### src/rtl/pipeline_stall_control_pkg.sv
// Shared pipeline package for the stall/flush control block.
// Holds the controller state encoding, the hard-wired zero register
// number and the default multiply/divide front-end stall length.
package pipeline_stall_control_pkg;

  typedef enum logic {
    IDLE    = 1'b0,
    MD_BUSY = 1'b1
  } state_t;

  // Register number that is hard-wired to zero and never creates a hazard.
  localparam logic [4:0] REG_ZERO = 5'd0;

  // Total front-end stall cycles per multiply/divide (legal 2..8).
  localparam int MULDIV_LATENCY_DEFAULT = 4;

endpackage

### src/rtl/pipeline_stall_control_load_use_detect.sv
// Load-use hazard comparator.
// Flags when the load in EX writes a register that the ID-stage
// instruction reads. Register 0 never produces a hazard.
// Ports:
//   mem_read  : EX-stage instruction is a load
//   ex_rt     : load destination register in EX
//   id_rs     : ID-stage source register Rs
//   id_rt     : ID-stage source register Rt
//   load_use  : hazard detected (purely combinational)
module load_use_detect
  import pipeline_stall_control_pkg::*;
(
  input  logic       mem_read,
  input  logic [4:0] ex_rt,
  input  logic [4:0] id_rs,
  input  logic [4:0] id_rt,
  output logic       load_use
);

  assign load_use = mem_read && (ex_rt != REG_ZERO) &&
                    ((ex_rt == id_rs) || (ex_rt == id_rt));

endmodule

### src/rtl/pipeline_stall_control.sv
// Pipeline stall / flush controller.
// Stalls the front end for load-use hazards (one cycle) and for
// multi-cycle multiply/divide (MULDIV_LATENCY cycles including the start
// cycle), flushes IF/ID on taken branches and jumps, and counts stalled
// cycles with a saturating counter.
// Priority: MD_BUSY state > MulDiv_Start > load_use > Branch_Taken/Jump.
// Lower-priority events are dropped, never queued.
// Ports:
//   clk, reset (async, active-low)
//   ID_EX_MemRead, ID_EX_RegisterRt : EX-stage load info
//   IF_ID_RegisterRs/Rt             : ID-stage source registers
//   MulDiv_Start                    : EX-stage multi-cycle multiply/divide
//   Branch_Taken, Jump              : ID-stage control transfer
//   PC_Write, IF_ID_Write           : load enables (0 = hold)
//   ID_EX_Bubble                    : zero all ID/EX control bits
//   IF_ID_Flush                     : turn IF/ID instruction into a NOP
//   MD_Busy                         : multi-cycle unit occupies EX
//   Stall_Count                     : saturating count of PC_Write=0 cycles
//   debug_state                     : current controller state (observation)
module pipeline_stall_control
  import pipeline_stall_control_pkg::*;
#(
  parameter int MULDIV_LATENCY = MULDIV_LATENCY_DEFAULT
) (
  input  logic        clk,
  input  logic        reset,
  input  logic        ID_EX_MemRead,
  input  logic [4:0]  ID_EX_RegisterRt,
  input  logic [4:0]  IF_ID_RegisterRs,
  input  logic [4:0]  IF_ID_RegisterRt,
  input  logic        MulDiv_Start,
  input  logic        Branch_Taken,
  input  logic        Jump,
  output logic        PC_Write,
  output logic        IF_ID_Write,
  output logic        ID_EX_Bubble,
  output logic        IF_ID_Flush,
  output logic        MD_Busy,
  output logic [15:0] Stall_Count,
  output state_t      debug_state
);

  // The start cycle is one stall cycle, and MD_BUSY lasts md_cnt+1 cycles,
  // so loading LATENCY-2 yields exactly LATENCY stall cycles in total.
  localparam logic [2:0] MD_CNT_INIT = 3'(MULDIV_LATENCY - 2);

  state_t     state;
  logic [2:0] md_cnt;
  logic       load_use;

  load_use_detect u_load_use_detect (
    .mem_read (ID_EX_MemRead),
    .ex_rt    (ID_EX_RegisterRt),
    .id_rs    (IF_ID_RegisterRs),
    .id_rt    (IF_ID_RegisterRt),
    .load_use (load_use)
  );

  // State and multiply/divide down-counter.
  always_ff @(posedge clk or negedge reset) begin
    if (!reset) begin
      state  <= IDLE;
      md_cnt <= 3'd0;
    end else begin
      case (state)
        IDLE: begin
          if (MulDiv_Start) begin
            state  <= MD_BUSY;
            md_cnt <= MD_CNT_INIT;
          end
        end
        MD_BUSY: begin
          if (md_cnt == 3'd0) begin
            state <= IDLE;
          end else begin
            md_cnt <= md_cnt - 3'd1;
          end
        end
        default: begin
          state  <= IDLE;
          md_cnt <= 3'd0;
        end
      endcase
    end
  end

  // Control outputs. Gated by reset so inputs held during reset cannot
  // produce a stall or flush while the controller is being cleared.
  always_comb begin
    PC_Write     = 1'b1;
    IF_ID_Write  = 1'b1;
    ID_EX_Bubble = 1'b0;
    IF_ID_Flush  = 1'b0;
    MD_Busy      = 1'b0;
    if (reset) begin
      if ((state == MD_BUSY) || MulDiv_Start) begin
        PC_Write     = 1'b0;
        IF_ID_Write  = 1'b0;
        ID_EX_Bubble = 1'b1;
        MD_Busy      = 1'b1;
      end else if (load_use) begin
        PC_Write     = 1'b0;
        IF_ID_Write  = 1'b0;
        ID_EX_Bubble = 1'b1;
      end else if (Branch_Taken || Jump) begin
        IF_ID_Flush  = 1'b1;
      end
    end
  end

  // Saturating stall-cycle counter.
  always_ff @(posedge clk or negedge reset) begin
    if (!reset) begin
      Stall_Count <= 16'd0;
    end else if (!PC_Write && (Stall_Count != 16'hFFFF)) begin
      Stall_Count <= Stall_Count + 16'd1;
    end
  end

  assign debug_state = state;

endmodule

### config.mk
export PLATFORM = sky130hd
export DESIGN_NAME = pipeline_stall_control
export DESIGN_NICKNAME = d
export VERILOG_FILES = /design/src/rtl/pipeline_stall_control_pkg.sv /design/src/rtl/pipeline_stall_control_load_use_detect.sv /design/src/rtl/pipeline_stall_control.sv
export SDC_FILE = /design/constraint.sdc
export NUM_CORES = 1
export LEC_CHECK = 0
export CAP_MARGIN = 20
export CORE_MARGIN = 2
export CORE_UTILIZATION = 30
export DETAILED_ROUTE_END_ITERATION = 8
export HOLD_SLACK_MARGIN = 0.1
export MAX_ROUTING_LAYER = met4
export SYNTH_ARGS = -nofsm -noshare
export SYNTH_HDL_FRONTEND = slang
export SYNTH_SLANG_ARGS = --single-unit
### constraint.sdc
create_clock -name clk -period 6.2 [get_ports clk]
set_clock_uncertainty 0.15 [all_clocks]
set_input_delay 1.24 -clock clk [delete_from_list [all_inputs] [get_ports clk]]
set_output_delay 1.24 -clock clk [all_outputs]
set_load 0.01 [all_outputs]
==> summary.md, run 1 <==
| Metric | Value |
|---|---|
| Final Max Tran Viols | `0` |
| Simple-Gate Fraction of Synth Area | `0.212` |
| I/O pin total | `43` |
| Cell depth of the worst flop-to-flop path | `6` |
| CP startpoint kind | `input port` |
| Drt pass-1 iters | `4` |
| Clk_lat worst skew | `0.26 ns` |
| Maximum vdd drop | `0.162 mV` |
| Drt drc | `0` |
| Status | `completed` |
| Critical path data required time | `4.81 ns` |
| Adder-cell share of the synthesized area | `0.0323` |
| Die height | `66.2 um` |
| Synth Area in XOR/XNOR | `0.196` |
| Most common cell in the synthesized netlist | `dfrtp_1` |
| Max_cap viols | `0` |
| Worst hold slack | `0.343 ns` |
| Hold Path Cell Cnt | `1` |
| H-tree Lvls | `1` |
| Drt first-iter violations | `14` |
| Total nets after synthesis | `142` |
| Detailed placer's ending HPWL | `2180 um` |
| Min Tclk post-route | `4.85 ns` |
| Nets | `188` |
| Most frequent cells after synthesis | `dfrtp_1, xnor2_1, nand2_1, xor2_1` |
| Synth async-reset ratio | `1.00` |
| Hold Path Sink | `Stall_Count[15]` |
| Synthesis-to-finish area growth | `44.8%` |
| Min-delay src | `Stall_Count[15]` |
| Via density | `4.79` |
| #FFs+latches synth | `20` |
| Post-synth top flop | `dfrtp_1` |
| Peak fanout along the critical path | `3` |
| Post-route ant nets | `0` |
| Worst-path cell chain | `clkdlybuf4s50_1 > or4_1 > o21a_1 > a2111oi_0 > clkdlybuf4s50_1` |
| Leading area contributor after synthesis | `dfrtp_1` |
| Final critical-path share of the clock period | `0.783` |
| FF-to-FF End | `Stall_Count[1]` |
| Register area share after synthesis | `0.431` |
| # clock sinks | `20` |
| First-pass GRT wire length | `4760 um` |
| Die X | `66.2 um` |
| # Post-CTS Setup Buffers | `0` |
| Hold crit path type | `reg2reg` |
| Critical path's top delay family | `buffers and inverters` |
| Pwr dens | `317 nW/um^2` |
| Critical Path AT | `3.46 ns` |
| Synth Cell Area | `1160 um^2` |
| Core area | `3690 um^2` |
| EDFF count, synth | `0` |
| Antenna violations before repair | `0` |
| Syn avg cell area | `9.85 um^2` |
| Slowest stage delay, CP | `0.61 ns` |
| Slew HR | `0.583` |
| RSZ-0062 raised after global routing | `false` |
| Top cells by area, synth | `dfrtp_1, xnor2_1, xor2_1, nand3_1, ha_1` |
| Final Hold Fails | `0` |
| ANT cells | `0` |
| CTS buffer count | `3` |
| Cts repair resizes | `0` |
| Max clock buf depth | `2` |
| Final setup fails | `0` |
| Reg-to-reg slack, setup | `3.97 ns` |
| CP Class | `in2out` |
| Initial Utilization | `0.315` |
| Pleak | `0.697 nW` |
| Per-cell routed wire length | `13.5 um` |
| Crit end category | `primary output` |
| PortBufs | `42` |
| GRT overflow | `0` |
| Fin Setup TNS | `0 ns` |
| CP bufs+invs | `2` |
| Row cnt | `22` |
| Hold_buf cts | `0` |
| WL final | `2830 um` |
| Number of global-route vias before repair | `1092` |
| Multiplexer share of the synthesized area | `0.0129` |
| Gpl congestion | `0.776` |
| Library cells used by synthesis | `32` |
| Clock-pin slew on the worst setup and hold paths | `0.07 ns` |
| CP dominant cell by count | `clkdlybuf4s50_1` |
| Fmax | `0.206 GHz` |
| Largest net degree at the start of global routing | `19` |
| Share of the synthesized area in the top cell type | `0.431` |
| Vias post-DR | `1005` |
| Yosys warnings | `0` |
| Complex-gate fraction of the synthesized area | `0.0829` |
| Worst-Margin Slew | `0.617 ns` |
| CP max-delay cell | `clkdlybuf4s50_1` |
| Cells after synthesis | `118` |
| Main combinational cell family by area after synthesis | `simple AND/OR/NAND/NOR gates` |
| Ratio of cells with drive above 1 in the final layout | `0.0802` |
| Die ar. | `4390 um^2` |
| All-layer global routing usage | `0.144` |
| CTS Root Cell | `clkbuf_8` |
| Reg2Reg Launch Point | `Stall_Count[0]` |
| CTS tree | `yes` |
per-stage QoR:
step,util,setup slack (ns),cells,power (W),area (um^2)
final,0.456,1.35,210,0.000534,1680
after global routing,0.456,1.11,210,0.000575,1680
after CTS,0.456,1.34,210,0.000542,1680
after detailed placement,0.445,1.36,207,0.000454,1640
after global placement,0.445,1.33,207,0.000445,1640
after floorplan,-,2.17,118,0.000342,1160
routing by layer:
layer	global-route usage	wire, um	part of all wire	up-vias
met4	0.0612	51	0.018	0
li1	-	-	-	502
met2	0.220	1270	0.45	40
met3	0.0392	281	0.099	5
met5	-	0	0	-
met1	0.179	1230	0.43	458
cells by family (layout without fill, tap and decap cells):
logic type | Yosys count | in the layout
xor+xnor | 26 | 26
flops | 20 | 20
mux | 1 | 1
fa+ha+maj | 3 | 3
compound gates | 13 | 13
buf+inv | 9 | 53
simple gates | 46 | 46
worst max-delay path by stage:
stage,start,endpoint,cells after the start
after floorplan,ID_EX_RegisterRt[0],IF_ID_Flush,3
after global placement,ID_EX_RegisterRt[0],IF_ID_Flush,5
after detailed placement,ID_EX_RegisterRt[0],IF_ID_Flush,5
after CTS,ID_EX_RegisterRt[0],IF_ID_Flush,5
after global routing,ID_EX_RegisterRt[0],IF_ID_Flush,5
final,ID_EX_RegisterRt[0],IF_ID_Flush,5
cells in the final DEF (no fill, tap or decap), types with 2 or more instances in the layout:
cell,Yosys,layout
clkdlybuf4s50_1,0,42
dfrtp_1,20,20
xnor2_1,16,16
nand2_1,10,10
xor2_1,10,10
nor2_1,8,8
nand3_1,8,8
inv_1,6,6
nor3_1,6,6
nand4_1,5,5
a21oi_1,3,3
ha_1,3,3
clkbuf_8,0,3
o21ai_0,2,2
nor4_1,2,2
buf_4,1,2
final cells by class:
class                   count  area (um^2)
clock buffers               3         41.3
fillers                   361         2010
inverters                   6         22.5
multi-input cells          89          623
flip-flops and latches     20          500
well taps                  48         60.1
repair buffers             44          435
flip-flops by register name, indices dropped and copies added (netlist names):
signal and flops:
md_cnt 3, debug_state 1, Stall_Count 16
power breakdown:
| part | internal (W) | switching, W | total (W) |
|---|---|---|---|
| combinational | 0.000130 | 0.0000988 | 0.000229 |
| sequential | 0.000170 | 0.0000520 | 0.000222 |
| clock | 0.0000433 | 0.0000398 | 0.0000830 |
(Power assumes the default switching activity.)
==> run 2: changes to the inputs <==
Clock period 6.2 ns to 4.5 ns, I/O delays scaled along.
==> run 2 against run 1 <==
  * Non-clock buffer count is the same
  * Setup slack lost 1.1 ns
  * Die area is the same
  * Cell area is the same
  * Count of clock-buffer cells in the layout is the same
  * Sequential share of layout area is the same
  * Total power grew 37%
  * Core utilization is the same
  * Hold slack lost 0.0074 ns
  * Critical path type unchanged
  * Critical endpoint unchanged
==> summary.md, run 2 (synthesis gave the netlist of run 1 again) <==
| Metric | Value |
|---|---|
| Status | `completed` |
| Vias post-DR | `1016 (+1.1%)` |
| Fillers | `380 (+5.3%)` |
| Hold crit path type | `reg2reg` |
| Die ar. | `4390 um^2 (unchanged)` |
| First-pass GRT wire length | `4660 um (-2.0%)` |
| Gpl congestion | `0.806 (+3.8%)` |
| Hold_buf cts | `0 (unchanged)` |
| PortBufs | `42 (unchanged)` |
| Reg-to-reg slack, setup | `2.30 ns (-1.67 ns)` |
| Multi-input logic area | `623 um^2 (unchanged)` |
| CP Class | `in2out` |
| Per-cell routed wire length | `13.4 um (-0.35%)` |
| Final critical-path share of the clock period | `0.955` |
| Peak fanout along the critical path | `3 (unchanged)` |
| Max_cap viols | `0 (unchanged)` |
| CTS tree | `yes` |
| CTS buffer count | `3 (unchanged)` |
| Critical path data required time | `3.45 ns (-1.36 ns)` |
| Synthesis-to-finish area growth | `44.8% (unchanged)` |
| Final Hold Fails | `0 (unchanged)` |
| CP startpoint kind | `input port` |
| Die height | `66.2 um (unchanged)` |
| Util after Layout | `0.456 (unchanged)` |
| Hold Path Sink | `Stall_Count[15]` |
| Post-Layout Cell Count | `210 (unchanged)` |
| Initial Utilization | `0.315 (unchanged)` |
| Number of global-route vias before repair | `1016 (-7.0%)` |
| Worst-Margin Slew | `0.600 ns (-0.0165 ns)` |
| Nets | `188 (unchanged)` |
| Top reg by flops | `Stall_Count` |
| Drt first-iter violations | `4 (-10)` |
| Hold Path Cell Cnt | `1 (unchanged)` |
| Core area | `3690 um^2 (unchanged)` |
| WL final | `2820 um (-0.35%)` |
| H-tree Lvls | `1 (unchanged)` |
| Die X | `66.2 um (unchanged)` |
| GRT overflow | `0 (unchanged)` |
| Seq. cell area | `500 um^2 (unchanged)` |
| Min Tclk post-route | `4.30 ns` |
| Via density | `4.84 (+1.1%)` |
| Crit end category | `primary output` |
| Cts repair resizes | `0 (unchanged)` |
| Fin Setup TNS | `0 ns (unchanged)` |
| Post-route ant nets | `0 (unchanged)` |
| Final Max Tran Viols | `0 (unchanged)` |
| I/O pin total | `43 (unchanged)` |
| Commonest non-fill, non-tap cell in the layout | `clkdlybuf4s50_1` |
| Ratio of cells with drive above 1 in the final layout | `0.0802 (unchanged)` |
| Critical Path AT | `3.25 ns (-0.21 ns)` |
| # clock sinks | `20 (unchanged)` |
| Min-delay src | `Stall_Count[15]` |
| Fmax | `0.233 GHz` |
| Drt drc | `0 (unchanged)` |
| Worst hold slack | `0.335 ns (-0.00742 ns)` |
| Antenna violations before repair | `0 (unchanged)` |
| Most frequent cells in the layout | `clkdlybuf4s50_1, dfrtp_1, xnor2_1, nand2_1, xor2_1` |
| Clock-pin slew on the worst setup and hold paths | `0.07 ns (about the same)` |
| ANT cells | `0 (unchanged)` |
| All-layer global routing usage | `0.142 (-0.00183)` |
| Row cnt | `22 (unchanged)` |
| Max clock buf depth | `2 (unchanged)` |
| Maximum vdd drop | `0.257 mV (+59%)` |
| CTS Root Cell | `clkbuf_8` |
| Clk_lat worst skew | `0.26 ns (about the same)` |
| Reg2Reg Launch Point | `Stall_Count[0]` |
| Detailed placer's ending HPWL | `2210 um (+1.0%)` |
| Slew HR | `0.595 (+0.0111)` |
| Placed insts | `207 (unchanged)` |
| # Post-CTS Setup Buffers | `0 (unchanged)` |
| Largest net degree at the start of global routing | `17 (-2)` |
| Final setup fails | `0 (unchanged)` |
| Drt pass-1 iters | `3 (-1)` |
| Max FFs per register | `16 (unchanged)` |
| Cell depth of the worst flop-to-flop path | `6 (unchanged)` |
| Pleak | `0.697 nW (unchanged)` |
| RSZ-0062 raised after global routing | `false` |
| FF-to-FF End | `Stall_Count[1]` |
| Pwr dens | `433 nW/um^2 (+37%)` |
[run 2: cell counts in the layout (fill, tap and decap cells not counted)]
No cell type changed its count.
[run 2: worst max-delay path by stage]
stage                             start          end  cells after the start
detailed placement  ID_EX_RegisterRt[0]  IF_ID_Flush                      5
CTS                 ID_EX_RegisterRt[0]  IF_ID_Flush                      5
floorplan           ID_EX_RegisterRt[0]  IF_ID_Flush                      3
global placement    ID_EX_RegisterRt[0]  IF_ID_Flush                      5
finish              ID_EX_RegisterRt[0]  IF_ID_Flush                      5
global route        ID_EX_RegisterRt[0]  IF_ID_Flush                      5
[run 2: layout make-up]
cell class / count / share of cell area
Multi-Input combinational cell: 89 / 0.370
Sequential cell: 20 / 0.297
Timing Repair Buffer: 44 / 0.259
Tap cell: 48 / 0.0357
Clock buffer: 3 / 0.0245
Inverter: 6 / 0.0134
[run 2: where the power goes]
part           total, W  switching, W  internal (W)
sequential     0.000304     0.0000701      0.000234
clock          0.000113     0.0000538     0.0000596
combinational  0.000312      0.000133      0.000179
[run 2: metal layers]
metal  track usage  share of wire  vias to the layer above
li1              -              -                      496
met1         0.179           0.44                      477
met2         0.215           0.44                       38
met3        0.0426           0.10                        5
met4        0.0536          0.016                        0
met5             -              0                        -
[run 2: stage by stage]
stage | instance area [um^2] | setup slack (ns) | power (W)
2_1_floorplan | 1160 | 1.15 | 0.000471
3_3_place_gp | 1640 | 0.327 | 0.000612
3_5_place_dp | 1640 | 0.220 | 0.000622
4_1_cts | 1680 | 0.211 | 0.000741
5_1_grt | 1680 | 0.155 | 0.000793
6_report | 1680 | 0.205 | 0.000729
[run 2: critical path, cell delays in order]
cell,delay [ns]
clkdlybuf4s50_1,0.48
or4_1,0.56
o21a_1,0.23
a2111oi_0,0.46
clkdlybuf4s50_1,0.62
